**src/rtl/axi_rx_arbiter.sv**
```systemverilog
// Round-robin burst scheduler: shares one AXI-Stream master among NUM_LANES receive lanes.
// Define AXI_RX_ARB_TUSER_EN to add m_tuser carrying the source lane of each output word.
module axi_rx_arbiter #(
   parameter  int NUM_LANES    = 4,
   parameter  int DATA_WIDTH   = 32,
   parameter  int BURST_LEN    = 4,
   parameter  int IDLE_TIMEOUT = 64,
   localparam int GW           = $clog2(NUM_LANES)
) (
   input  logic                            aclk,
   input  logic                            areset,
   input  logic [NUM_LANES*DATA_WIDTH-1:0] s_tdata,
   input  logic [NUM_LANES-1:0]            s_tvalid,
   output logic [NUM_LANES-1:0]            s_tready,
   output logic [DATA_WIDTH-1:0]           m_tdata,
   output logic                            m_tvalid,
   output logic                            m_tlast,
   input  logic                            m_tready,
`ifdef AXI_RX_ARB_TUSER_EN
   output logic [GW-1:0]                   m_tuser,
`endif
   output logic [GW-1:0]                   grant,
   output logic                            busy
);

   typedef enum logic [1:0] {
      ST_IDLE  = 2'd0,
      ST_BURST = 2'd1,
      ST_CLOSE = 2'd2
   } state_t;

   localparam logic [7:0]    BURST_LAST = 8'(BURST_LEN);
   localparam logic [7:0]    TIMER_LAST = 8'(IDLE_TIMEOUT - 1);
   localparam logic [GW-1:0] LANE_MAX   = GW'(NUM_LANES - 1);

   state_t                state_q, state_d;
   logic [GW-1:0]         grant_q, grant_d;
   logic [GW-1:0]         rr_ptr_q, rr_ptr_d;
   logic [7:0]            cnt_q, cnt_d;
   logic [7:0]            timer_q, timer_d;
   logic [DATA_WIDTH-1:0] h_data_q, h_data_d;
   logic                  h_valid_q, h_valid_d;
   logic [DATA_WIDTH-1:0] o_data_q, o_data_d;
   logic                  o_valid_q, o_valid_d;
   logic                  o_last_q, o_last_d;
`ifdef AXI_RX_ARB_TUSER_EN
   logic [GW-1:0]         o_user_q, o_user_d;
`endif

   logic                  o_free;
   logic                  lane_rdy;
   logic                  beat;
   logic                  pick_found;
   logic [GW-1:0]         pick_lane;
   logic [GW-1:0]         grant_next;
   logic [DATA_WIDTH-1:0] lane_data;

   assign o_free     = !o_valid_q || m_tready;
   assign lane_rdy   = !h_valid_q || o_free;
   assign lane_data  = s_tdata[grant_q*DATA_WIDTH +: DATA_WIDTH];
   assign grant_next = (grant_q == LANE_MAX) ? '0 : grant_q + GW'(1);

   // First requester at or after rr_ptr, wrapping around the lane set.
   always_comb begin
      int            idx;
      logic [GW-1:0] idx_l;
      idx        = 0;
      idx_l      = '0;
      pick_found = 1'b0;
      pick_lane  = '0;
      for (int i = 0; i < NUM_LANES; i++) begin
         idx = int'(rr_ptr_q) + i;
         if (idx >= NUM_LANES) idx = idx - NUM_LANES;
         idx_l = GW'(idx);
         if (!pick_found && s_tvalid[idx_l]) begin
            pick_found = 1'b1;
            pick_lane  = idx_l;
         end
      end
   end

   always_comb begin
      state_d   = state_q;
      grant_d   = grant_q;
      rr_ptr_d  = rr_ptr_q;
      cnt_d     = cnt_q;
      timer_d   = timer_q;
      h_data_d  = h_data_q;
      h_valid_d = h_valid_q;
      o_data_d  = o_data_q;
      o_valid_d = o_valid_q;
      o_last_d  = o_last_q;
`ifdef AXI_RX_ARB_TUSER_EN
      o_user_d  = o_user_q;
`endif
      s_tready  = '0;
      beat      = 1'b0;

      // Drain; any reload below in the same cycle overrides it.
      if (m_tready) begin
         o_valid_d = 1'b0;
         o_last_d  = 1'b0;
      end

      unique case (state_q)
         ST_IDLE: begin
            if (pick_found) begin
               state_d = ST_BURST;
               grant_d = pick_lane;
               cnt_d   = '0;
               timer_d = '0;
            end
         end
         ST_BURST: begin
            s_tready[grant_q] = lane_rdy;
            beat              = s_tvalid[grant_q] && lane_rdy;
            if (beat) begin
               if (h_valid_q) begin
                  o_data_d  = h_data_q;
                  o_valid_d = 1'b1;
                  o_last_d  = 1'b0;
`ifdef AXI_RX_ARB_TUSER_EN
                  o_user_d  = grant_q;
`endif
               end
               h_data_d  = lane_data;
               h_valid_d = 1'b1;
               cnt_d     = cnt_q + 8'd1;
               timer_d   = '0;
               if (cnt_q + 8'd1 == BURST_LAST) begin
                  state_d  = ST_CLOSE;
                  rr_ptr_d = grant_next;
                  cnt_d    = '0;
               end
            end else if (timer_q == TIMER_LAST) begin
               // Idle lane: close a held partial burst, or just release the grant.
               state_d  = h_valid_q ? ST_CLOSE : ST_IDLE;
               rr_ptr_d = grant_next;
               cnt_d    = '0;
               timer_d  = '0;
            end else begin
               timer_d = timer_q + 8'd1;
            end
         end
         ST_CLOSE: begin
            if (o_free) begin
               o_data_d  = h_data_q;
               o_valid_d = 1'b1;
               o_last_d  = 1'b1;
`ifdef AXI_RX_ARB_TUSER_EN
               o_user_d  = grant_q;
`endif
               h_valid_d = 1'b0;
               state_d   = ST_IDLE;
               rr_ptr_d  = grant_next;
            end
         end
         default: state_d = ST_IDLE;
      endcase
   end

   always_ff @(posedge aclk or posedge areset) begin
      if (areset) begin
         state_q   <= ST_IDLE;
         grant_q   <= '0;
         rr_ptr_q  <= '0;
         cnt_q     <= '0;
         timer_q   <= '0;
         h_data_q  <= '0;
         h_valid_q <= 1'b0;
         o_data_q  <= '0;
         o_valid_q <= 1'b0;
         o_last_q  <= 1'b0;
`ifdef AXI_RX_ARB_TUSER_EN
         o_user_q  <= '0;
`endif
      end else begin
         state_q   <= state_d;
         grant_q   <= grant_d;
         rr_ptr_q  <= rr_ptr_d;
         cnt_q     <= cnt_d;
         timer_q   <= timer_d;
         h_data_q  <= h_data_d;
         h_valid_q <= h_valid_d;
         o_data_q  <= o_data_d;
         o_valid_q <= o_valid_d;
         o_last_q  <= o_last_d;
`ifdef AXI_RX_ARB_TUSER_EN
         o_user_q  <= o_user_d;
`endif
      end
   end

   assign m_tdata  = o_data_q;
   assign m_tvalid = o_valid_q;
   assign m_tlast  = o_last_q;
`ifdef AXI_RX_ARB_TUSER_EN
   assign m_tuser  = o_user_q;
`endif
   assign grant    = grant_q;
   assign busy     = (state_q != ST_IDLE);

endmodule

```
**config.mk**
```make
export PLATFORM = sky130hd
export DESIGN_NAME = axi_rx_arbiter
export DESIGN_NICKNAME = d
export VERILOG_FILES = /design/src/rtl/axi_rx_arbiter.sv
export SDC_FILE = /design/constraint.sdc
export NUM_CORES = 1
export LEC_CHECK = 0
export CAP_MARGIN = 20
export CORE_ASPECT_RATIO = 0.5
export CORE_MARGIN = 2
export CORE_UTILIZATION = 49
export DETAILED_ROUTE_END_ITERATION = 8
export HOLD_SLACK_MARGIN = 0.05
export PLACE_DENSITY = 0.87
export SLEW_MARGIN = 20
export SYNTH_ARGS = -nofsm -noshare
export SYNTH_HDL_FRONTEND = slang
export SYNTH_SLANG_ARGS = --single-unit
export TNS_END_PERCENT = 30
```
**constraint.sdc**
```tcl
create_clock -name aclk -period 9.5 [get_ports aclk]
set_input_delay 2.375 -clock aclk [delete_from_list [all_inputs] [get_ports aclk]]
set_output_delay 2.375 -clock aclk [all_outputs]
set_load 0.05 [all_outputs]
```
Word-level counts from Yosys, hierarchy flattened
Cells that the tools add are included.

Register bits: 89. Bits of input ports: 135. Output and inout bits: 41. Word-level logic and storage cells: 130.

Add/sub/neg operators: 10. $lt $le $gt $ge: 10. Equal/unequal tests: 11. Shift-type cells: 1. Mux-type cells: 63. Bitwise logic cells: 1. Reductions and logical operators: 24.

Operator list (count): variable part select 128 x 8 -> 32 bit (1); 2-to-1 mux 32 bit (3); case mux 32 bit (2 select lines) (1); 2-to-1 mux 8 bit (6); 2-to-1 mux 2 bit (19); case mux 8 bit (2 select lines) (2); 2-to-1 mux 1 bit (20); adder 8 x 1 -> 8 bit (second input constant) (2); < comparator 2 x 3 -> 1 bit (second input constant) (5); AND reduction 4 bit (3); binary-select mux 1 bit (select 2 bit) (5); greater-or-equal comparator 3 bit (second input constant) (3); == test 8 x 3 -> 1 bit (second input constant) (1); == test 8 x 6 -> 1 bit (second input constant) (1); != test 2 bit (second input constant) (4); subtractor 2 x 1 -> 2 bit (second input constant) (4); adder 2 x 2 -> 3 bit (second input constant) (2); != test 3 bit (second input constant) (2); case mux 1 bit (2 select lines) (3); case mux 2 bit (3 select lines) (1); AND reduction 2 bit (3); AND reduction 3 bit (2); nonzero test 2 bit (3); logical AND 1 bit (5); 13 further kinds (19).

Longest topological paths before layout
Word-level depth: 16. Mapped depth: 8. Mapped depth without buffers: 7.

Least setup slack after synthesis
No wires, ideal clock.

Path type: input port to output port. From: in m_tready. To: out s_tready[0]. Arrival: 2.994 ns. Data required time: 7.125 ns. Slack: 4.131 ns. Stages on the path: 2. Path buffers: 0. Cells stage by stage: nand3b_1 and3_1.

Longest elaborated chain between the ends: 4.

Ends and longest elaborated chain: from (decl) (line 18) `input logic m_tready,`; logical OR 1 bit (line 58) `assign o_free = !o_valid_q || m_tready;`; logical OR 1 bit (line 59) `assign lane_rdy = !h_valid_q || o_free;`; AND 4 bit (no source line); 2-to-1 mux 4 bit (line 105) `unique case (state_q)`; to (decl) (line 14) `output logic [NUM_LANES-1:0] s_tready,`.

Every way passes these cells.

Worst setup path in the final report
From: in m_tready. To: out s_tready[2].

Same word-level chain as after synthesis.

==> flow_summary.json <==
{
  "status": "completed",
  "rsz0062_at_grt": "false",
  "syn_avg_cell_area_um2": 11.5,
  "slew_viol_final": 0,
  "drtIter0Drc": 328,
  "synth_top_cells_by_area": "dfrtp_1, mux4_2, nand2_1, mux2_2, ha_1",
  "max_freq_ghz": 0.152,
  "die-width_um": 144,
  "worstSetupStartpointType": "primary input",
  "fin_crit_sh_pct": 69.3,
  "grt_pass1_wl_um": 20200,
  "hold_depth": 2,
  "p_per_area_mw_per_mm2": 338,
  "cap_violations": 0,
  "startpoint": "m_tready",
  "crit_type": "in2out",
  "syn2layout_area_growth_pct": 46.1,
  "async_flop_share_pct": 100,
  "peakVddDrop_uv": 174,
  "cts_hold_buf": 0,
  "cts_setup_buffers": 0,
  "endpoint": "s_tready[2]",
  "clk_pin_slew_ns": 0.06,
  "core_mm2": 0.00945,
  "drt-wirelength-per-cell_um": 17.7,
  "route.detailed.drc": 0,
  "clock_path_buffers": 2,
  "post_cts_resized": 0,
  "period_needed_ns": 6.58,
  "synth.top_cell.area_share_pct": 46.7,
  "synth_area_leader_cell": "dfrtp_1",
  "stdcell_count": 727,
  "yosysUniqueCellTypes": 50,
  "critPathTopFamily": "buffers and inverters",
  "multi_input_area_mm2": 0.00240,
  "num_rows": 25,
  "final_nets": 731,
  "synth_ff_type": "dfrtp_1",
  "clock_latency_ns": 0.34,
  "dp_hpwl_um": 9160,
  "h-tree-depth": 3,
  "reg2reg_slack_ns": 6.42,
  "cp_num_cells": 4,
  "gp_congestion": 0.780,
  "wl_um": 12800,
  "final_util_pct": 73.8,
  "crit_top_cell": "clkdlybuf4s50_1",
  "final_antenna_net_count": 0,
  "end_kind": "primary output",
  "portBuffers": 175,
  "relSlewSlack_pct": 51.1,
  "hold_path_class": "reg2reg",
  "initial_core_util_pct": 50.5,
  "synth.area.mux_share_pct": 24.6,
  "tightestPinTransition_ns": 0.733,
  "critical_path_peak_fanout": 6,
  "finalHoldViolations": 0,
  "dieHeight_um": 73.8,
  "rr_endpoint": "m_tdata[7]",
  "syn-instance-count": 416,
  "antenna_found_initial": 0,
  "finalSetupViolations": 0,
  "grt_max_degree": 60,
  "synthSimpleGateAreaFrac_pct": 15.2,
  "dr.pass1.iters": 4,
  "path_cells": "clkdlybuf4s50_1 > nand3b_1 > and3_1 > clkdlybuf4s50_1",
  "critPathSlowestCell": "clkdlybuf4s50_1",
  "grt_pass1_vias": 4056,
  "final-seq-area_mm2": 0.00223,
  "crit_buf_inv": 2,
  "vias_per_cell": 5.46,
  "cts_tree": "done",
  "synth_xor_area_share_pct": 0,
  "layout-drive-gt1-share_pct": 15.9,
  "netlist_area_mm2": 0.00477,
  "synth_compound_area_share_pct": 8.10,
  "clock_skew_ns": 0.00772,
  "worstPathRequired_ns": 7.13,
  "setup_tns_ns": 0,
  "pin_count": 176,
  "synthAdderAreaFrac_pct": 2.36,
  "yosys_register_bits": 89,
  "ys_warn_count": 0,
  "r2r-start": "grant[0]",
  "synth_seq_area_share_pct": 46.7,
  "grt_use_total_pct": 25.0,
  "clock_sinks": 89,
  "syn-num-nets": 560,
  "root_buffer": "clkbuf_16",
  "crit_arrival_ns": 4.21,
  "diodes": 0,
  "rr_worst_depth": 6,
  "synth_edf_count": 0,
  "die_area_mm2": 0.0106,
  "grt_overflow": 0,
  "routed-via-count": 3972,
  "nFillCells": 641,
  "place_inst": 710,
  "leakage_nw": 3.01,
  "cts-buffers-inserted": 9,
  "synth_top_family_by_area": "multiplexers",
  "cp_slowest_stage_delay_ns": 0.83
}
[report_power, final]
| part | total, mW | leakage, nW | internal [mW] | switching (mW) |
|---|---|---|---|---|
| Sequential | 0.632 | 1.13 | 0.541 | 0.0909 |
| Combinational | 1.35 | 1.73 | 0.585 | 0.764 |
| Clock | 0.378 | 0.152 | 0.230 | 0.148 |
[cell usage after synthesis (all sizes together) (5+ instances only)]
| cell type | count |
|---|---|
| a21oi | 13 |
| and3 | 9 |
| buf | 14 |
| clkbuf | 7 |
| dfrtp | 89 |
| ha | 9 |
| inv | 10 |
| mux2 | 34 |
| mux4 | 33 |
| nand2 | 112 |
| nand2b | 5 |
| nand3 | 10 |
| nor2 | 7 |
| o21ai | 17 |
[per-stage QoR]
step | instance area (um2) | total power [mW] | hold slack [ns] | worst slack (ns)
6_report | 6970 | 2.36 | 0.467 | 2.92
3_3_place_gp | 6630 | 1.92 | 0.453 | 3.01
5_1_grt | 6970 | 2.50 | 0.489 | 2.85
4_1_cts | 6940 | 2.35 | 0.474 | 2.95
3_5_place_dp | 6630 | 1.96 | 0.459 | 2.98
2_1_floorplan | 4770 | 1.59 | 0.442 | 4.13
[worst register-to-register path, stage by stage, from the launching register on]
cell	delay, ns
dfrtp_2	0.42
buf_4	0.58
mux4_2	0.66
and3_1	0.26
o21ai_4	0.44
buf_16	0.24
mux2_2	0.36
[final cells by class]
class / instances / share of cell area, %
Clock inverter: 7 / 1.35
Clock buffer: 9 / 3.23
Tap cell: 135 / 2.42
Multi-Input combinational cell: 296 / 34.4
Timing Repair Buffer: 181 / 26.1
Inverter: 10 / 0.556
Sequential cell: 89 / 32.0
[how the worst min path moves through the flow]
stage / from / to / slack [ns]
floorplan: h_data_q[0] / h_data_q[0] / 0.44
global placement: h_data_q[10] / h_data_q[10] / 0.45
detailed placement: h_data_q[29] / h_data_q[29] / 0.46
CTS: h_data_q[29] / h_data_q[29] / 0.47
global route: h_data_q[29] / h_data_q[29] / 0.49
finish: h_data_q[29] / h_data_q[29] / 0.47
[layout by cell type, fill, tap and decap left out, drive strengths merged, types with 10 or more instances in the layout]
cell,instances
nand3,10
mux4,33
o21ai,17
mux2,34
a21oi,13
clkdlybuf4s50,175
dfrtp,89
nand2,112
inv,10
[logic make-up (layout without fill, tap and decap cells)]
group	after synthesis	after routing
compound gates	55	55
fa+ha+maj	9	9
buf+inv	31	207
flops	89	89
mux	71	71
simple gates	161	161
[registers in the layout, indices dropped and copies added, names as in the netlist]
| signal | flops |
|---|---|
| h_data_q | 32 |
| m_tdata | 32 |
| cnt_q | 8 |
| timer_q | 8 |
| grant | 2 |
| rr_ptr_q | 2 |
| state_q | 2 |
| h_valid_q | 1 |
| m_tlast | 1 |
| m_tvalid | 1 |
[routing by layer]
layer / vias to the layer above / track usage, % / part of all wire, %
met5: - / 0 / 0
met4: 0 / 8.61 / 2.5
met3: 30 / 4.30 / 3.1
met2: 104 / 46.4 / 56
met1: 1999 / 30.0 / 39
li1: 1839 / - / -
Power figures use the tool's default switching activity.
